===== src/rtl/icache_pkg.sv =====
// -----------------------------------------------------------------------------
// icache_pkg
// Shared widths, FSM state type and the captured-miss record for the icache
// refill engine.
//   ADDR_W / TAG_W / INDEX_W : address split {tag, index, line offset}
//   BUS_W                    : L2 beat width, equal to one data-RAM bank
//   BEATS / BANK_W           : beats per line and bank-select width
// -----------------------------------------------------------------------------
package icache_pkg;

   localparam int ADDR_W     = 32;
   localparam int LINE_BYTES = 64;
   localparam int BUS_W      = 128;
   localparam int INDEX_W    = 8;
   localparam int TAG_W      = 18;
   localparam int WAYS       = 2;

   localparam int WAY_W      = $clog2(WAYS);
   localparam int OFFSET_W   = $clog2(LINE_BYTES);
   localparam int BEATS      = LINE_BYTES * 8 / BUS_W;
   localparam int BANK_W     = $clog2(BEATS);
   // byte offset within one beat; always zero on the bus address
   localparam int BEAT_OFS_W = $clog2(BUS_W / 8);

   typedef enum logic [1:0] {
      IDLE  = 2'd0,
      REQ   = 2'd1,
      DATA  = 2'd2,
      TAGWR = 2'd3
   } refill_state_e;

   typedef struct packed {
      logic [TAG_W-1:0]   tag;
      logic [INDEX_W-1:0] index;
      logic [BANK_W-1:0]  crit_bank;
      logic [WAY_W-1:0]   way;
   } refill_req_t;

   // Split a miss address (beat byte offset already dropped) into the fields
   // the refill needs. The bank bits pick which beat the CPU is waiting for.
   function automatic refill_req_t decode_miss(
      input logic [ADDR_W-BEAT_OFS_W-1:0] addr_hi,
      input logic [WAY_W-1:0]             way
   );
      refill_req_t req;
      req.tag       = addr_hi[ADDR_W-BEAT_OFS_W-1 -: TAG_W];
      req.index     = addr_hi[BANK_W +: INDEX_W];
      req.crit_bank = addr_hi[BANK_W-1:0];
      req.way       = way;
      return req;
   endfunction

endpackage


===== src/rtl/icache_refill_engine_if.sv =====
// -----------------------------------------------------------------------------
// icache_refill_engine_if
// Groups the miss request, L2 read bus, data/tag RAM write ports and CPU
// forwarding signals of the refill engine.
//   slave  : the refill engine itself
//   master : the surrounding icache / L2 / RAM environment
// -----------------------------------------------------------------------------
interface icache_refill_engine_if;
   import icache_pkg::*;

   // miss request from tag lookup
   logic                 miss_valid;
   logic                 miss_ready;
   logic [ADDR_W-1:0]    miss_addr;
   logic [WAY_W-1:0]     victim_way;
   logic                 invalidate;
   // L2 read bus
   logic                 bus_req;
   logic [ADDR_W-1:0]    bus_addr;
   logic                 bus_ack;
   logic                 bus_data_valid;
   logic [BUS_W-1:0]     bus_data;
   // data-RAM write port
   logic                 dram_wr_en;
   logic [WAY_W-1:0]     dram_wr_way;
   logic [BANK_W-1:0]    dram_wr_bank;
   logic [INDEX_W-1:0]   dram_wr_index;
   logic [BUS_W-1:0]     dram_wr_data;
   // tag-RAM write port
   logic                 tag_wr_en;
   logic [WAY_W-1:0]     tag_wr_way;
   logic [INDEX_W-1:0]   tag_wr_index;
   logic [TAG_W:0]       tag_wr_data;
   // CPU forwarding and status
   logic                 crit_valid;
   logic [BUS_W-1:0]     crit_data;
   logic                 refill_done;
   logic                 busy;

   modport slave (
      input  miss_valid, miss_addr, victim_way, invalidate,
             bus_ack, bus_data_valid, bus_data,
      output miss_ready, bus_req, bus_addr,
             dram_wr_en, dram_wr_way, dram_wr_bank, dram_wr_index, dram_wr_data,
             tag_wr_en, tag_wr_way, tag_wr_index, tag_wr_data,
             crit_valid, crit_data, refill_done, busy
   );

   modport master (
      output miss_valid, miss_addr, victim_way, invalidate,
             bus_ack, bus_data_valid, bus_data,
      input  miss_ready, bus_req, bus_addr,
             dram_wr_en, dram_wr_way, dram_wr_bank, dram_wr_index, dram_wr_data,
             tag_wr_en, tag_wr_way, tag_wr_index, tag_wr_data,
             crit_valid, crit_data, refill_done, busy
   );

endinterface


===== src/rtl/icache_refill_engine.sv =====
// -----------------------------------------------------------------------------
// icache_refill_engine
// Miss-side refill stage: accepts one miss at a time, issues a critical-beat-
// first line read on L2, writes each returned beat into its data-RAM bank,
// forwards the critical beat to the CPU and finally writes {valid,tag} into
// the victim way. An invalidate during a fill lets the fill finish but writes
// the line back as invalid.
// Ports:
//   clk    : clock
//   rst_n  : synchronous reset, active HIGH (name kept from the codebase)
//   io_bus : icache_refill_engine_if.slave (miss, L2 bus, RAM writes, CPU fwd)
// -----------------------------------------------------------------------------
module icache_refill_engine
   import icache_pkg::*;
(
   input  logic                    clk,
   input  logic                    rst_n,
   icache_refill_engine_if.slave   io_bus
);

   refill_state_e       r_state;
   refill_state_e       w_state_nxt;
   refill_req_t         r_req;
   logic [BANK_W-1:0]   r_beat_cnt;
   logic                r_poison;

   logic                r_bus_req;
   logic [ADDR_W-1:0]   r_bus_addr;
   logic                r_dram_wr_en;
   logic [WAY_W-1:0]    r_dram_wr_way;
   logic [BANK_W-1:0]   r_dram_wr_bank;
   logic [INDEX_W-1:0]  r_dram_wr_index;
   logic [BUS_W-1:0]    r_dram_wr_data;
   logic                r_crit_valid;
   logic [BUS_W-1:0]    r_crit_data;

   logic                w_accept;
   logic                w_beat;
   logic                w_last_beat;
   logic                w_poison;
   logic                w_tag_wr;

   assign w_accept    = (r_state == IDLE) && io_bus.miss_valid;
   // beats are only meaningful while collecting the line
   assign w_beat      = (r_state == DATA) && io_bus.bus_data_valid;
   assign w_last_beat = w_beat && (r_beat_cnt == BANK_W'(BEATS - 1));
   // an invalidate in the current cycle counts as poison immediately, so one
   // landing in the tag-write cycle still clears the valid bit
   assign w_poison    = r_poison | io_bus.invalidate;
   assign w_tag_wr    = (r_state == TAGWR);

   // ---------------------------------------------------------------- FSM ---
   always_ff @(posedge clk) begin
      // NOTE: state is updated with non-blocking assignments so every
      // sequential block sees the pre-edge value regardless of block order.
      if (rst_n) r_state <= IDLE;
      else       r_state <= w_state_nxt;
   end

   always_comb begin
      // NOTE: default assigned first so no path leaves the signal unassigned,
      // which would otherwise infer a latch.
      w_state_nxt = r_state;
      unique case (r_state)
         IDLE:    if (io_bus.miss_valid) w_state_nxt = REQ;
         REQ:     if (io_bus.bus_ack)    w_state_nxt = DATA;
         DATA:    if (w_last_beat)       w_state_nxt = TAGWR;
         TAGWR:                          w_state_nxt = IDLE;
         default:                        w_state_nxt = IDLE;
      endcase
   end

   // ----------------------------------------------------------- datapath ---
   always_ff @(posedge clk) begin
      // NOTE: wide data registers are reset too, because every output must
      // read 0 after reset; they are plain flops, not RAM, so this is cheap.
      if (rst_n) begin
         r_req           <= '0;
         r_beat_cnt      <= '0;
         r_poison        <= 1'b0;
         r_bus_req       <= 1'b0;
         r_bus_addr      <= '0;
         r_dram_wr_en    <= 1'b0;
         r_dram_wr_way   <= '0;
         r_dram_wr_bank  <= '0;
         r_dram_wr_index <= '0;
         r_dram_wr_data  <= '0;
         r_crit_valid    <= 1'b0;
         r_crit_data     <= '0;
      end else begin
         r_dram_wr_en <= w_beat;
         r_crit_valid <= 1'b0;

         if (w_accept) begin
            r_req      <= decode_miss(io_bus.miss_addr[ADDR_W-1:BEAT_OFS_W],
                                      io_bus.victim_way);
            r_bus_req  <= 1'b1;
            // critical-beat-first: the bus address carries the missing bank
            r_bus_addr <= {io_bus.miss_addr[ADDR_W-1:BEAT_OFS_W],
                           {BEAT_OFS_W{1'b0}}};
            r_beat_cnt <= '0;
         end

         if ((r_state == REQ) && io_bus.bus_ack) r_bus_req <= 1'b0;

         if (w_beat) begin
            // 2-bit add wraps naturally, giving the rotated bank order
            r_dram_wr_bank  <= r_req.crit_bank + r_beat_cnt;
            r_dram_wr_way   <= r_req.way;
            r_dram_wr_index <= r_req.index;
            r_dram_wr_data  <= io_bus.bus_data;
            r_beat_cnt      <= r_beat_cnt + BANK_W'(1);
            if (r_beat_cnt == '0) begin
               r_crit_valid <= ~w_poison;
               r_crit_data  <= io_bus.bus_data;
            end
         end

         if (w_state_nxt == IDLE)                           r_poison <= 1'b0;
         else if ((r_state != IDLE) && io_bus.invalidate)   r_poison <= 1'b1;
      end
   end

   // ------------------------------------------------------------ outputs ---
   assign io_bus.miss_ready    = (r_state == IDLE);
   assign io_bus.busy          = (r_state != IDLE);
   assign io_bus.bus_req       = r_bus_req;
   assign io_bus.bus_addr      = r_bus_addr;

   assign io_bus.dram_wr_en    = r_dram_wr_en;
   assign io_bus.dram_wr_way   = r_dram_wr_way;
   assign io_bus.dram_wr_bank  = r_dram_wr_bank;
   assign io_bus.dram_wr_index = r_dram_wr_index;
   assign io_bus.dram_wr_data  = r_dram_wr_data;

   // tag write fields are forced to 0 outside the tag-write cycle
   assign io_bus.tag_wr_en     = w_tag_wr;
   assign io_bus.tag_wr_way    = w_tag_wr ? r_req.way   : '0;
   assign io_bus.tag_wr_index  = w_tag_wr ? r_req.index : '0;
   assign io_bus.tag_wr_data   = w_tag_wr ? {~w_poison, r_req.tag} : '0;
   assign io_bus.refill_done   = w_tag_wr;

   assign io_bus.crit_valid    = r_crit_valid;
   assign io_bus.crit_data     = r_crit_data;

endmodule


===== src/flat_wrapper.sv =====
// flat-port wrapper written by rule: the top's interface ports become plain ports
module icache_refill_engine_flat import icache_pkg::*;
  (clk, rst_n, io_bus_miss_valid, io_bus_miss_addr, io_bus_victim_way, io_bus_invalidate, io_bus_bus_ack, io_bus_bus_data_valid, io_bus_bus_data, io_bus_miss_ready, io_bus_bus_req, io_bus_bus_addr, io_bus_dram_wr_en, io_bus_dram_wr_way, io_bus_dram_wr_bank, io_bus_dram_wr_index, io_bus_dram_wr_data, io_bus_tag_wr_en, io_bus_tag_wr_way, io_bus_tag_wr_index, io_bus_tag_wr_data, io_bus_crit_valid, io_bus_crit_data, io_bus_refill_done, io_bus_busy);
  icache_refill_engine_if io_bus_i ();
  input  logic clk;
  input  logic rst_n;
  input wire logic [$bits(io_bus_i.miss_valid)-1:0] io_bus_miss_valid;
  input wire logic [$bits(io_bus_i.miss_addr)-1:0] io_bus_miss_addr;
  input wire logic [$bits(io_bus_i.victim_way)-1:0] io_bus_victim_way;
  input wire logic [$bits(io_bus_i.invalidate)-1:0] io_bus_invalidate;
  input wire logic [$bits(io_bus_i.bus_ack)-1:0] io_bus_bus_ack;
  input wire logic [$bits(io_bus_i.bus_data_valid)-1:0] io_bus_bus_data_valid;
  input wire logic [$bits(io_bus_i.bus_data)-1:0] io_bus_bus_data;
  output wire logic [$bits(io_bus_i.miss_ready)-1:0] io_bus_miss_ready;
  output wire logic [$bits(io_bus_i.bus_req)-1:0] io_bus_bus_req;
  output wire logic [$bits(io_bus_i.bus_addr)-1:0] io_bus_bus_addr;
  output wire logic [$bits(io_bus_i.dram_wr_en)-1:0] io_bus_dram_wr_en;
  output wire logic [$bits(io_bus_i.dram_wr_way)-1:0] io_bus_dram_wr_way;
  output wire logic [$bits(io_bus_i.dram_wr_bank)-1:0] io_bus_dram_wr_bank;
  output wire logic [$bits(io_bus_i.dram_wr_index)-1:0] io_bus_dram_wr_index;
  output wire logic [$bits(io_bus_i.dram_wr_data)-1:0] io_bus_dram_wr_data;
  output wire logic [$bits(io_bus_i.tag_wr_en)-1:0] io_bus_tag_wr_en;
  output wire logic [$bits(io_bus_i.tag_wr_way)-1:0] io_bus_tag_wr_way;
  output wire logic [$bits(io_bus_i.tag_wr_index)-1:0] io_bus_tag_wr_index;
  output wire logic [$bits(io_bus_i.tag_wr_data)-1:0] io_bus_tag_wr_data;
  output wire logic [$bits(io_bus_i.crit_valid)-1:0] io_bus_crit_valid;
  output wire logic [$bits(io_bus_i.crit_data)-1:0] io_bus_crit_data;
  output wire logic [$bits(io_bus_i.refill_done)-1:0] io_bus_refill_done;
  output wire logic [$bits(io_bus_i.busy)-1:0] io_bus_busy;
  assign io_bus_i.miss_valid = io_bus_miss_valid;
  assign io_bus_i.miss_addr = io_bus_miss_addr;
  assign io_bus_i.victim_way = io_bus_victim_way;
  assign io_bus_i.invalidate = io_bus_invalidate;
  assign io_bus_i.bus_ack = io_bus_bus_ack;
  assign io_bus_i.bus_data_valid = io_bus_bus_data_valid;
  assign io_bus_i.bus_data = io_bus_bus_data;
  assign io_bus_miss_ready = io_bus_i.miss_ready;
  assign io_bus_bus_req = io_bus_i.bus_req;
  assign io_bus_bus_addr = io_bus_i.bus_addr;
  assign io_bus_dram_wr_en = io_bus_i.dram_wr_en;
  assign io_bus_dram_wr_way = io_bus_i.dram_wr_way;
  assign io_bus_dram_wr_bank = io_bus_i.dram_wr_bank;
  assign io_bus_dram_wr_index = io_bus_i.dram_wr_index;
  assign io_bus_dram_wr_data = io_bus_i.dram_wr_data;
  assign io_bus_tag_wr_en = io_bus_i.tag_wr_en;
  assign io_bus_tag_wr_way = io_bus_i.tag_wr_way;
  assign io_bus_tag_wr_index = io_bus_i.tag_wr_index;
  assign io_bus_tag_wr_data = io_bus_i.tag_wr_data;
  assign io_bus_crit_valid = io_bus_i.crit_valid;
  assign io_bus_crit_data = io_bus_i.crit_data;
  assign io_bus_refill_done = io_bus_i.refill_done;
  assign io_bus_busy = io_bus_i.busy;
  icache_refill_engine u_core (.clk(clk), .rst_n(rst_n), .io_bus(io_bus_i));
endmodule

===== config.mk =====
export PLATFORM = sky130hd
export DESIGN_NAME = icache_refill_engine_flat
export DESIGN_NICKNAME = d
export VERILOG_FILES = /design/src/rtl/icache_pkg.sv /design/src/rtl/icache_refill_engine_if.sv /design/src/rtl/icache_refill_engine.sv /design/src/flat_wrapper.sv
export SDC_FILE = /design/constraint.sdc
export NUM_CORES = 1
export LEC_CHECK = 0
export BUFFER_PORTS_ARGS = -buffer_cell sky130_fd_sc_hd__buf_4
export CELL_PAD_IN_SITES_DETAIL_PLACEMENT = 1
export CELL_PAD_IN_SITES_GLOBAL_PLACEMENT = 1
export CORE_AREA = 2 2 197 199
export DETAILED_ROUTE_END_ITERATION = 6
export DIE_AREA = 0 0 199 201
export PLACE_DENSITY = 0.74
export SLEW_MARGIN = 5
export SYNTH_ARGS = -nofsm -noshare
export SYNTH_HDL_FRONTEND = slang
export SYNTH_SLANG_ARGS = --single-unit

===== constraint.sdc =====
create_clock -name clk -period 1.65 [get_ports clk]
set_clock_uncertainty 0.1 [all_clocks]
set_input_delay 0.4125 -clock clk [delete_from_list [all_inputs] [get_ports clk]]
set_output_delay 0.4125 -clock clk [all_outputs]
set_load 0.01 [all_outputs]

==> flow_summary.json <==
{
  "max_freq_mhz": 518,
  "grt_max_degree": 53,
  "slew_viol_final": 0,
  "post-place-cells": 2344,
  "dr.first_iter.drc_count": 475,
  "fp.dieW_um": 199,
  "peakVddDrop_uv": 569,
  "top_usage_layer": "met2",
  "setup_tns_ps": -18300,
  "hold_class": "in2reg",
  "crit_buf_inv": 1,
  "cp.required_ps": 1140,
  "end_kind": "output port",
  "power.density_mw_per_mm2": 948,
  "drv_cap": 0,
  "grt_pass1_wl_um": 67900,
  "cp.arrival_ps": 1420,
  "seqCellArea_mm2": 0.00610,
  "crit_path_end": "io_bus_tag_wr_data[18]",
  "io_pins": 501,
  "io_buffer_count": 492,
  "clkTransAtPathRegs_ps": 60,
  "syn-mean-instance-area_um2": 7.88,
  "pre_cts_ws_ps": -11.4,
  "failed_checks": "negative setup slack",
  "synth-seq-area-share": 0.552,
  "vias_per_cell": 4.76,
  "multiInputGateArea_mm2": 0.00460,
  "ys_ff_latch": 304,
  "period_minus_slack_ps": 1930,
  "synth.area.top_cells": "dfxtp_1 (55%), nand2_1 (20%), a21oi_1 (14%)",
  "hp-start": "io_bus_victim_way",
  "clkLatencyLatePin_ps": 510,
  "std_cell_rows": 72,
  "r2r_cells": 8,
  "diodes": 0,
  "area_growth_pct": 66.6,
  "hpwl_um": 32100,
  "first_pass_iters": 4,
  "report.final.hold_viol_count": 0,
  "fillerInstances": 4495,
  "path_max_fanout": 8,
  "rsz0062_at_grt": "yes",
  "yosysTopAreaCell": "dfxtp_1",
  "yosys_warnings": 0,
  "cts_tree": "yes",
  "postRouteAntennaNets": 0,
  "slowest_delay_ps": 410,
  "core_mm2": 0.0381,
  "timing.rr.start": "u_core.r_state[0]",
  "setup_ws_ps": -279,
  "clkSinkCount": 304,
  "gr-usage-met3": 0.0649,
  "critical_path_class": "reg2out",
  "startpoint_type": "flip-flop",
  "status": "finished, violations left",
  "gp_congestion": 0.813,
  "fin_crit_sh": 1.17,
  "h-tree-depth": 2,
  "dpl-instance-area_mm2": 0.0156,
  "finalSetupViolCount": 237,
  "drive_gt1_frac": 0.417,
  "routed_wl_um": 50200,
  "met2_usage": 0.387,
  "drc": 0,
  "r2r_end": "u_core.io_bus.crit_data[4]",
  "cts_buffers": 35,
  "synth_top_area_frac": 0.552,
  "crit_chain": "and2_4, nor3b_2, buf_4",
  "grt_pass1_vias": 12002,
  "grt_usage": 0.219,
  "finalNonFillerCells": 2467,
  "synth.distinct_cells": 32,
  "synth_area_mm2": 0.0110,
  "die_h_um": 201,
  "cp.depth": 3,
  "startpoint": "u_core.r_state[0]",
  "fin_area_mm2": 0.0184,
  "die-area_mm2": 0.0400,
  "nNetsFinal": 2094,
  "met1_usage": 0.242,
  "cpMaxStageDelayCell": "dfxtp_4",
  "clk_path_buf_depth": 3,
  "cp_top_family": "flip-flops",
  "antenna_found_initial": 0,
  "r2r_slack_ps": -160,
  "p_leak_nw": 7.66,
  "synthCells": 1400,
  "initial_core_util": 0.289,
  "overflow": 0,
  "cts-root-buf": "clkbuf_16",
  "wire_per_inst_um": 20.3,
  "vias": 11746
}
synthesized netlist by cell type, drive strengths merged:
master and instances:
nand3b 2, nor2 3, nand4b 2, ha 3, buf 94, nor4 2, nand2b 1, nor2b 1
and4b 1, a21oi 301, nor3b 3, o21ai 1, inv 4, and3 27, clkbuf 47, and2 1
xnor2 2, nand3 2, nand2 592, o21bai 1, a211o 1, dfxtp 304, a21o 1, and3b 1
or2 1, or3b 1, conb 1
flip-flops by register name, indices dropped and copies added, names as in the netlist:
register	cells
u_core.r_state	2
u_core.io_bus.crit_valid	1
u_core.io_bus.crit_data	128
u_core.io_bus.dram_wr_way	1
u_core.r_beat_cnt	2
u_core.io_bus.dram_wr_en	1
u_core.io_bus.dram_wr_data	128
u_core.io_bus.dram_wr_index	8
u_core.r_poison	1
u_core.io_bus.bus_req	1
u_core.r_req	27
u_core.io_bus.bus_addr	2
u_core.io_bus.dram_wr_bank	2
worst register-to-register path, delay by kind of cell (launching register included):
| family | cells | cell delay [ps] |
|---|---|---|
| DFF | 1 | 380 |
| buffers and inverters | 5 | 690 |
| and+or+nand+nor | 2 | 440 |
| AOI/OAI and AO/OA | 1 | 140 |
through the flow:
stage | utilization | hold WS (ps) | power [mW]
final | 0.482 | 47.3 | 17.4
after global routing | 0.482 | 37.0 | 18.0
after CTS | 0.447 | 19.9 | 17.3
after detailed placement | 0.408 | 348 | 9.44
after global placement | 0.408 | 341 | 9.40
after floorplan | - | 321 | 8.49
placed cells by master (no fill, tap or decap), types with 6 or more instances in the layout:
cell,n
a21oi_2,104
clkbuf_16,62
buf_6,14
dfxtp_1,300
nand2_1,578
clkbuf_8,10
and3_1,27
buf_8,6
buf_4,533
a21oi_1,197
buf_12,41
nand2_2,13
clkinv_2,9
cells by family after synthesis:
logic type	count (synthesis)	synth area share
XOR/XNOR	2	0.00159
adder cells (fa/ha/maj)	3	0.00340
flip-flops	304	0.552
AO/OA/AOI/OAI	305	0.139
buffers and inverters	145	0.0730
AND/OR/NAND/NOR	640	0.230
other	1	0.000340
layout make-up:
cell class	count	area share
multi-input cells	954	0.251
clock inverters	10	0.00409
inverters	4	0.000954
clock buffers	52	0.0589
well taps	518	0.0353
flip-flops and latches	304	0.332
repair buffers	625	0.318
what timing repair did:
item                       CTS  global route
cloned                       4            28
resized for setup           33           138
hold buffers                 1             0
buffers inserted            10            19
hold endpoints to repair     1             0
setup endpoints to repair   48           181
pin swaps                    1             7
layer usage:
layer	wire [um]	vias to the layer above
met2	24600	429
met4	1840	0
li1	-	5525
met1	19800	5697
met3	3930	95
met5	0	-
worst min-delay path by stage:
stage / endpoint / slack [ps] / depth (start not counted)
floorplan: u_core.io_bus.crit_valid / 320 / 1
global placement: u_core.io_bus.dram_wr_data[35] / 340 / 2
detailed placement: u_core.io_bus.crit_data[33] / 350 / 2
CTS: u_core.r_req[0] / 20 / 3
global route: u_core.r_req[12] / 40 / 3
finish: u_core.r_req[0] / 50 / 3
power breakdown:
part	internal, mW	total, mW	switching, mW
clock	4.69	7.79	3.10
combinational	0.972	1.96	0.985
sequential	7.53	7.67	0.140
total	13.2	17.4	4.23
No activity file was read; power rests on OpenSTA's default activity.
